`src/rtl/tetris_pkg.sv`:
```
// Shared constants and types for the tetris input front end.
package tetris_pkg;

  // Button bit positions within btn_raw
  localparam int BTN_LEFT      = 0;
  localparam int BTN_RIGHT     = 1;
  localparam int BTN_DOWN      = 2;
  localparam int BTN_DROP      = 3;
  localparam int BTN_ROT_RIGHT = 4;
  localparam int BTN_ROT_LEFT  = 5;
  localparam int NUM_BTN       = 6;

  // Default timing for a 50 MHz clk: 10 ms debounce, 250 ms first repeat, 50 ms repeat rate
  localparam int DEF_DEBOUNCE_CYCLES = 500000;
  localparam int DEF_REPEAT_DELAY    = 12500000;
  localparam int DEF_REPEAT_PERIOD   = 2500000;
  localparam int DEF_CNT_W           = 24;

  typedef enum logic [1:0] {
    IDLE   = 2'd0,
    DELAY  = 2'd1,
    REPEAT = 2'd2
  } repeat_state_t;

endpackage

```
`src/rtl/tetris_input_conditioner_button_channel.sv`:
```
// One button: 2-FF sync, debounce, rising-edge press pulse and optional auto-repeat.
module button_channel
  import tetris_pkg::*;
#(
  parameter int DEBOUNCE_CYCLES = DEF_DEBOUNCE_CYCLES,
  parameter int REPEAT_DELAY    = DEF_REPEAT_DELAY,
  parameter int REPEAT_PERIOD   = DEF_REPEAT_PERIOD,
  parameter bit REPEAT_EN       = 1'b0,
  parameter int CNT_W           = DEF_CNT_W
) (
  input  logic clk,
  input  logic reset,
  input  logic btn_raw,
  output logic press_pulse,
  output logic cmd_pulse
);

  localparam logic [CNT_W-1:0] DB_LAST  = CNT_W'(DEBOUNCE_CYCLES - 1);
  localparam logic [CNT_W-1:0] RD_LAST  = CNT_W'(REPEAT_DELAY - 1);
  localparam logic [CNT_W-1:0] RP_LAST  = CNT_W'(REPEAT_PERIOD - 1);
  localparam logic [CNT_W-1:0] CNT_ONE  = CNT_W'(1);

  logic             s1, s2;
  logic             stable, stable_d;
  logic [CNT_W-1:0] cnt;
  logic [CNT_W-1:0] rcnt, rcnt_nxt;
  repeat_state_t    state, state_nxt;
  logic             rise, fall, rep_fire;

  // stable_d lags stable by one cycle so edges are visible for exactly one cycle
  assign rise = stable & ~stable_d;
  assign fall = ~stable & stable_d;

  // Two-flop synchroniser for the asynchronous button
  always_ff @(posedge clk) begin
    if (reset) begin
      s1 <= 1'b0;
      s2 <= 1'b0;
    end else begin
      s1 <= btn_raw;
      s2 <= s1;
    end
  end

  // Debounce: accept a new level only after it has persisted DEBOUNCE_CYCLES cycles
  always_ff @(posedge clk) begin
    if (reset) begin
      stable   <= 1'b0;
      stable_d <= 1'b0;
      cnt      <= '0;
    end else begin
      stable_d <= stable;
      if (s2 != stable) begin
        if (cnt == DB_LAST) begin
          stable <= s2;
          cnt    <= '0;
        end else begin
          cnt <= cnt + CNT_ONE;
        end
      end else begin
        cnt <= '0;
      end
    end
  end

  // Repeat FSM next state; release wins over any pending repeat in the same cycle
  always_comb begin
    state_nxt = state;
    rcnt_nxt  = rcnt + CNT_ONE;
    rep_fire  = 1'b0;
    case (state)
      IDLE: begin
        rcnt_nxt = '0;
        if (rise && REPEAT_EN) state_nxt = DELAY;
      end
      DELAY: begin
        if (rcnt == RD_LAST) begin
          rep_fire  = 1'b1;
          state_nxt = REPEAT;
          rcnt_nxt  = '0;
        end
      end
      REPEAT: begin
        if (rcnt == RP_LAST) begin
          rep_fire = 1'b1;
          rcnt_nxt = '0;
        end
      end
      default: begin
        state_nxt = IDLE;
        rcnt_nxt  = '0;
      end
    endcase
    if (fall) begin
      state_nxt = IDLE;
      rcnt_nxt  = '0;
      rep_fire  = 1'b0;
    end
  end

  // FSM state and registered pulse outputs
  always_ff @(posedge clk) begin
    if (reset) begin
      state       <= IDLE;
      rcnt        <= '0;
      press_pulse <= 1'b0;
      cmd_pulse   <= 1'b0;
    end else begin
      state       <= state_nxt;
      rcnt        <= rcnt_nxt;
      press_pulse <= rise;
      cmd_pulse   <= rise | rep_fire;
    end
  end

endmodule

```
`src/rtl/tetris_input_conditioner.sv`:
```
// Six button channels, left/right cancellation and any_press merge, all outputs registered.
module tetris_input_conditioner
  import tetris_pkg::*;
#(
  parameter int           DEBOUNCE_CYCLES = DEF_DEBOUNCE_CYCLES,
  parameter int           REPEAT_DELAY    = DEF_REPEAT_DELAY,
  parameter int           REPEAT_PERIOD   = DEF_REPEAT_PERIOD,
  parameter logic [5:0]   REPEAT_MASK     = 6'b000111,
  parameter int           CNT_W           = DEF_CNT_W
) (
  input  logic       clk,
  input  logic       reset,
  input  logic [5:0] btn_raw,
  output logic       move_left,
  output logic       move_right,
  output logic       move_down,
  output logic       drop,
  output logic       rotate_right,
  output logic       rotate_left,
  output logic       any_press
);

  logic [NUM_BTN-1:0] press;
  logic [NUM_BTN-1:0] cmd;

  for (genvar gi = 0; gi < NUM_BTN; gi++) begin : g_ch
    button_channel #(
      .DEBOUNCE_CYCLES (DEBOUNCE_CYCLES),
      .REPEAT_DELAY    (REPEAT_DELAY),
      .REPEAT_PERIOD   (REPEAT_PERIOD),
      .REPEAT_EN       (REPEAT_MASK[gi]),
      .CNT_W           (CNT_W)
    ) u_ch (
      .clk         (clk),
      .reset       (reset),
      .btn_raw     (btn_raw[gi]),
      .press_pulse (press[gi]),
      .cmd_pulse   (cmd[gi])
    );
  end

  // Output register; simultaneous left+right cancel each other while both FSMs keep running
  always_ff @(posedge clk) begin
    if (reset) begin
      move_left    <= 1'b0;
      move_right   <= 1'b0;
      move_down    <= 1'b0;
      drop         <= 1'b0;
      rotate_right <= 1'b0;
      rotate_left  <= 1'b0;
      any_press    <= 1'b0;
    end else begin
      move_left    <= cmd[BTN_LEFT]  & ~cmd[BTN_RIGHT];
      move_right   <= cmd[BTN_RIGHT] & ~cmd[BTN_LEFT];
      move_down    <= cmd[BTN_DOWN];
      drop         <= cmd[BTN_DROP];
      rotate_right <= cmd[BTN_ROT_RIGHT];
      rotate_left  <= cmd[BTN_ROT_LEFT];
      any_press    <= |press;
    end
  end

endmodule

```
`config.mk`:
```
export PLATFORM = sky130hd
export DESIGN_NAME = tetris_input_conditioner
export DESIGN_NICKNAME = d
export VERILOG_FILES = /design/src/rtl/tetris_pkg.sv /design/src/rtl/tetris_input_conditioner_button_channel.sv /design/src/rtl/tetris_input_conditioner.sv
export SDC_FILE = /design/constraint.sdc
export NUM_CORES = 1
export LEC_CHECK = 0
export BUFFER_PORTS_ARGS = -buffer_cell sky130_fd_sc_hd__clkbuf_2
export CAP_MARGIN = 20
export CORE_ASPECT_RATIO = 1.25
export CORE_UTILIZATION = 40
export DETAILED_ROUTE_END_ITERATION = 12
export PLACE_DENSITY = 0.65
export SLEW_MARGIN = 20
export SYNTH_ARGS = -nofsm -noshare
export SYNTH_HDL_FRONTEND = slang
export SYNTH_HIERARCHICAL = 1
export SYNTH_SLANG_ARGS = --single-unit
```
`constraint.sdc`:
```
create_clock -name clk -period 2.5 [get_ports clk]
set_clock_uncertainty 0.1 [all_clocks]
set_input_delay 0.125 -clock clk [delete_from_list [all_inputs] [get_ports clk]]
set_output_delay 0.125 -clock clk [all_outputs]
set_load 0.03 [all_outputs]
```
**Yosys cells after proc, flatten, opt, wreduce, memory -nomap -nowiden**

Index checks and enable logic that the tools add are counted.

- Bits of input ports: 8
- Flip-flop bits (word level): 343
- Word-level logic and storage cells: 255
- Output and inout port bits: 7
- Memories: 0
- Memory bits (writable): 0
- Bits in latches: 0
- ROM bits: 0

- Order comparisons: 0
- Shift operators: 0
- Multiplexer cells: 57
- Equal/unequal tests: 45
- Add/subtract/negate cells: 12
- Multiply operators: 0
- Div/mod/pow operators: 0
- Bitwise logic cells: 46
- Reductions and logical operators: 34

Operators with widths:

| operator | number |
|---|---|
| $add A24 B1 Y24 const B | 12 |
| $mux W24 | 12 |
| $pmux W24 S2 | 6 |
| $eq A24 B19 Y1 const B | 6 |
| $eq A24 B22 Y1 const B | 6 |
| $eq A24 B24 Y1 const B | 6 |
| $not A1 Y1 | 26 |
| $mux W1 | 18 |
| $mux W2 | 9 |
| $ne A2 B1 Y1 const B | 9 |
| $pmux W2 S3 | 3 |
| $reduce_and A2 Y1 | 9 |
| $reduce_or A2 Y1 | 9 |
| $reduce_or A3 Y1 | 6 |
| $and A1 B1 Y1 | 14 |
| $eq A2 B1 Y1 const B | 6 |
| $eq A2 B2 Y1 const B | 6 |
| $logic_not A2 Y1 | 6 |
| $pmux W1 S2 | 6 |
| $pmux W2 S2 | 3 |
| $reduce_and A3 Y1 | 3 |
| $ne A1 B1 Y1 | 6 |
| $or A1 B1 Y1 | 6 |
| $reduce_or A6 Y1 | 1 |

**Logic depth before layout (Yosys ltp)**

- Depth after elaboration: 5
- Depth in mapped cells: 7
- Depth with buffers taken out: 6

**Hierarchy**

The synthesis kept the hierarchy.

Modules (own cells, without submodules):

| module | area each (um^2) | sequential area each (um^2) | cells each | times used |
|---|---|---|---|---|
| button_channel at g_ch[0].u_ch ... | 2765.2 | 1121.1 | 323 | 3 |
| button_channel at g_ch[3].u_ch ... | 1251.2 | 580.6 | 146 | 2 |
| button_channel at g_ch[5].u_ch | 1426.4 | 580.6 | 157 | 1 |
| tetris_input_conditioner | 201.4 | 140.1 | 16 | 1 |

**Worst setup path after synthesis**

OpenSTA, ideal clock, no wires.

- Kind: register to register
- From: reg g_ch[0].u_ch.cnt[0]
- To: reg g_ch[0].u_ch.cnt[22]
- Slack: 0.551 ns
- Clock period less this slack: 1.949 ns
- Setup time: 0.070 ns
- Data required time: 2.330 ns
- Arrival: 1.778 ns
- Buffers on the path: 1
- Cell stages (with the launch flop): 7
- Path through: dfxtp_1 > ha_1 > nand4_1 > or4_1 > buf_2 > or3_1 > a21oi_1

- Cells in the longest elaborated chain, start to end: 2
- Elaborated cells between the ends (all ways): 3
- Those cells by class: add/sub: 1; eq/ne: 1; reduce/logical: 1

RTL lines:

| item | RTL line | RTL |
|---|---|---|
| from (decl) | tetris_input_conditioner_button_channel.sv:25 | `logic [CNT_W-1:0] cnt;` |
| from (signal assigned) | tetris_input_conditioner_button_channel.sv:58 | `cnt <= cnt + CNT_ONE;` |
| branches (longest 2 deep; another with $add A24 B1 Y24) | n/a |  |

Several ways; the timed one is not identified.
A chain may end at the register's enable or synchronous reset.

**Final worst setup path**

- From: reg g_ch[1].u_ch.cnt[0]
- To: reg g_ch[1].u_ch.cnt[22]

- Cells in the longest elaborated chain, start to end: 2
- Elaborated cells between the ends (all ways): 3
- Those cells by class: add/sub: 1; eq/ne: 1; reduce/logical: 1

RTL lines:

| item | RTL line |
|---|---|
| from (decl) | tetris_input_conditioner_button_channel.sv:25 |
| from (signal assigned) | tetris_input_conditioner_button_channel.sv:58 |
| branches (longest 2 deep; another with $add A24 B1 Y24) | n/a |

Several ways; the timed one is not identified.

==> summary.md <==
| Metric | Value |
|---|---|
| Status | complete, no violations |
| Number of I/O pins | 15 |
| Initial antenna violation count | 0 |
| Leak | 4.03 nW |
| Net Count, Synth | around 1,500 |
| Setup TNS | 0 ns |
| Worst Tran Pin Value | between 0.5 and 0.6 ns |
| Sw Ratio | 20.0% |
| Area leader, netlist | dfxtp_1 |
| Vias in the first global route | between 9,000 and 10,000 |
| Main combinational cell family by area after synthesis | simple AND/OR/NAND/NOR gates |
| Antenna viol nets, final | 0 |
| Synth Flop Type | dfxtp_1 |
| Post-Synth Adder-Cell Area | around 1.8% |
| Ys async rst share | 0% |
| CP Data Required Time | 2.86 ns |
| Mux contribution to synthesized area | less than 1% |
| Initial Util | 41.0% |
| Max incr delay on CP | 0.67 ns |
| Global-route wire length before repair | about 43,000 um |
| Routability Congestion | slightly above 0.8 |
| Layout cells sized above 1 | between 7 and 8% |
| Ys Warns | 6 |
| CTS buffer count | 28 |
| Dpl hpwl | approximately 17,000 um |
| Compound-cell area share of the yosys netlist | 12.2% |
| P_int | around 0.0068 W |
| DIE HEIGHT | between 150 and 200 um |
| Startpoint types | register |
| Final hold violation count | 0 |
| Largest net degree at the start of global routing | 28 |
| Power Dens Cells | a little over 600 nW/um2 |
| Clock sink total | about 260 |
| DR vias | 10,400 |
| Wirelength per Cell | ~13 um |
| Port buffer count | 14 |
| Core Box Area | 30,300 um2 |
| Top post-synthesis cells by count | dfxtp_1 (262), nor2_1 (124), a21oi_1 (101) |
| Core Util, Final | 45.8% |
| # Max-Cap Violations | 0 |
| DIE AREA | between 30,000 and 40,000 um2 |
| Seq/Total Area, Yosys | roughly 42% |
| N_diodes | 0 |
| FP Rows | slightly above 70 |
| Total Nets Final | 1,470 |
| Clock Latency Late Sink | 0.54 ns |
| Yosys reg bits | ~260 |
| Clock root cell | clkbuf_16 |
| HP Class | in2reg |
| Simple-gate area share of the yosys netlist | between 30% and 40% |
| Number of remaining DRC errors | 0 |
| Delay-heaviest family, CP | simple AND/OR/NAND/NOR gates |
| Top-count cell post-synth | dfxtp_1 |
| Clock Power Share | 48.8% |
| RSZ-0062 raised after global routing | false |
| Combinational group share of total power | under 10% |
| Fin crit period | approximately 2.1 ns |
| Syn-to-layout area delta | 11.7% |
| Die width | about 160 um |
| Critical path buffers and inverters | 0 |
| Synth Area in XOR/XNOR | between 8 and 9% |
| Top cells by area, synth | dfxtp_1 (42%), xnor2_1 (4.9%), a21oi_1 (4.1%) |
| Clock slew at reported path FFs | 0.06 ns |
| Final setup viols | 0 |
| CP max FO | 8 |
| Flop pwr share | a little under 50% |
| Avg Cell Area, Syn | between 8 and 9 um2 |
| Synthesized area | 12,400 um2 |
| CTS max path bufs | 3 |
| Fmax achieved | approximately 470 MHz |
| Period Utilization, post-route | 85.7% |
| Synth Instances | ~1,400 |
| GR Overflow Total | 0 |
| H-tree lvl count | 1 |
| Crit-path cells | ha_1, nand4_1, or4_1, or3_1, a21oi_1 |
| Global Route Usage Sum | approximately 16% |
| Initial DRC count | roughly 570 |
| Drt via density | around 5.6 |
| CP max stage cell | or4_1 |
| First-pass DRT Iterations | 7 |
| Slew HR | a little over 60% |
| Final wirelength | 25,000 um |
| Number of distinct library cells after synthesis | 53 |
| CTS tree | done |
| Top-area cell type share of the netlist area | 42.2% |
| Worst Setup End Kind | register |
| VDD IR max | 0.496 mV |
| Worst Path Arrival | between 2 and 3 ns |
| Sw Pwr | between 0.0015 and 0.002 W |
| Final slew viol count | 0 |
| Critical Setup Path Class | reg2reg |
| Number of synthesized flops with an enable pin | 0 |
==> metal layers <==
| metal | share of wire (%) | vias up | GRT usage [%] |
|---|---|---|---|
| met5 | 0 | - | 0 |
| met4 | 2.0 | 0 | 4.42 |
| met3 | 2.8 | 40 | 2.45 |
| met2 | 49 | 107 | 28.2 |
| met1 | 46 | 4910 | 19.2 |
| li1 | - | 5299 | - |
==> power groups by stage <==
stage | sequential (W) | clock, W | combinational (W)
5_1_grt | 0.00421 | 0.00448 | 0.000193
2_1_floorplan | 0.00430 | 0 | 0.000114
3_5_place_dp | 0.00430 | 0 | 0.000162
6_report | 0.00421 | 0.00417 | 0.000169
3_3_place_gp | 0.00430 | 0 | 0.000160
4_1_cts | 0.00421 | 0.00431 | 0.000170
==> registers in the layout (all words and copies together) (netlist names), 3 cells and up <==
name	count
g_ch.u_ch/cmd_pulse	6
g_ch.u_ch/cnt	144
g_ch.u_ch/press_pulse	3
g_ch.u_ch/rcnt	72
g_ch.u_ch/s1	6
g_ch.u_ch/s2	6
g_ch.u_ch/stable	6
g_ch.u_ch/stable_d	6
g_ch.u_ch/state	6
==> cell type report <==
class,count,area [um2]
sequential,262,5250
clock buffer,44,872
timing repair buffer,44,310
multi-input combinational,1067,6720
tap,401,502
inverter,41,154
clock inverter,4,70.1
fill,2916,16400
==> through the flow <==
stage	total power, W	instance area (um2)	hold slack, ns	worst slack (ns)	cells
final	0.00855	13900	0.0851	0.359	1863
after global routing	0.00888	13900	0.117	0.252	1863
after CTS	0.00869	13900	0.0574	0.368	1863
after detailed placement	0.00446	12900	0.245	0.381	1809
after global placement	0.00446	12900	0.253	0.465	1809
after floorplan	0.00441	12400	0.0941	0.551	1434
==> cell usage in the layout, fill, tap and decap left out, types with 45 or more instances in the layout <==
master and instances:
dfxtp_1 262, nor2_1 124, a21oi_1 101, nand3_1 89, nand2_1 80, nand4_1 70
xnor2_1 69, o21ai_0 57, xor2_1 48, or3_1 45
==> kinds of logic after synthesis <==
logic type | after synthesis
AOI/OAI and AO/OA | 254
xor gates and xnor gates | 117
adders and majority gates | 18
buffers and inverters | 105
DFF | 262
muxes | 7
and+or+nand+nor | 671
==> what timing repair did <==
action / in CTS / in global routing
setup buffers: 0 / 0
endpoints found under the hold margin: 6 / 0
hold buffers: 6 / 0
resized for setup: 0 / 0
==> worst paths after layout <==
path | start | end | slack [ns] | cells after the start
worst min register to register | g_ch[5].u_ch/stable_d$_SDFF_PP0_ | g_ch[5].u_ch/cmd_pulse$_SDFF_PP0_ | 0.28 | 1
worst max-delay path | g_ch[1].u_ch/cnt[0]$_SDFF_PP0_ | g_ch[1].u_ch/cnt[22]$_SDFF_PP0_ | 0.36 | 5
worst max register to register | g_ch[1].u_ch/cnt[0]$_SDFF_PP0_ | g_ch[1].u_ch/cnt[22]$_SDFF_PP0_ | 0.36 | 5
worst min-delay path | reset | g_ch[1].u_ch/s2$_SDFF_PP0_ | 0.09 | 2
Note: power is estimated with default switching activity, not from simulation.
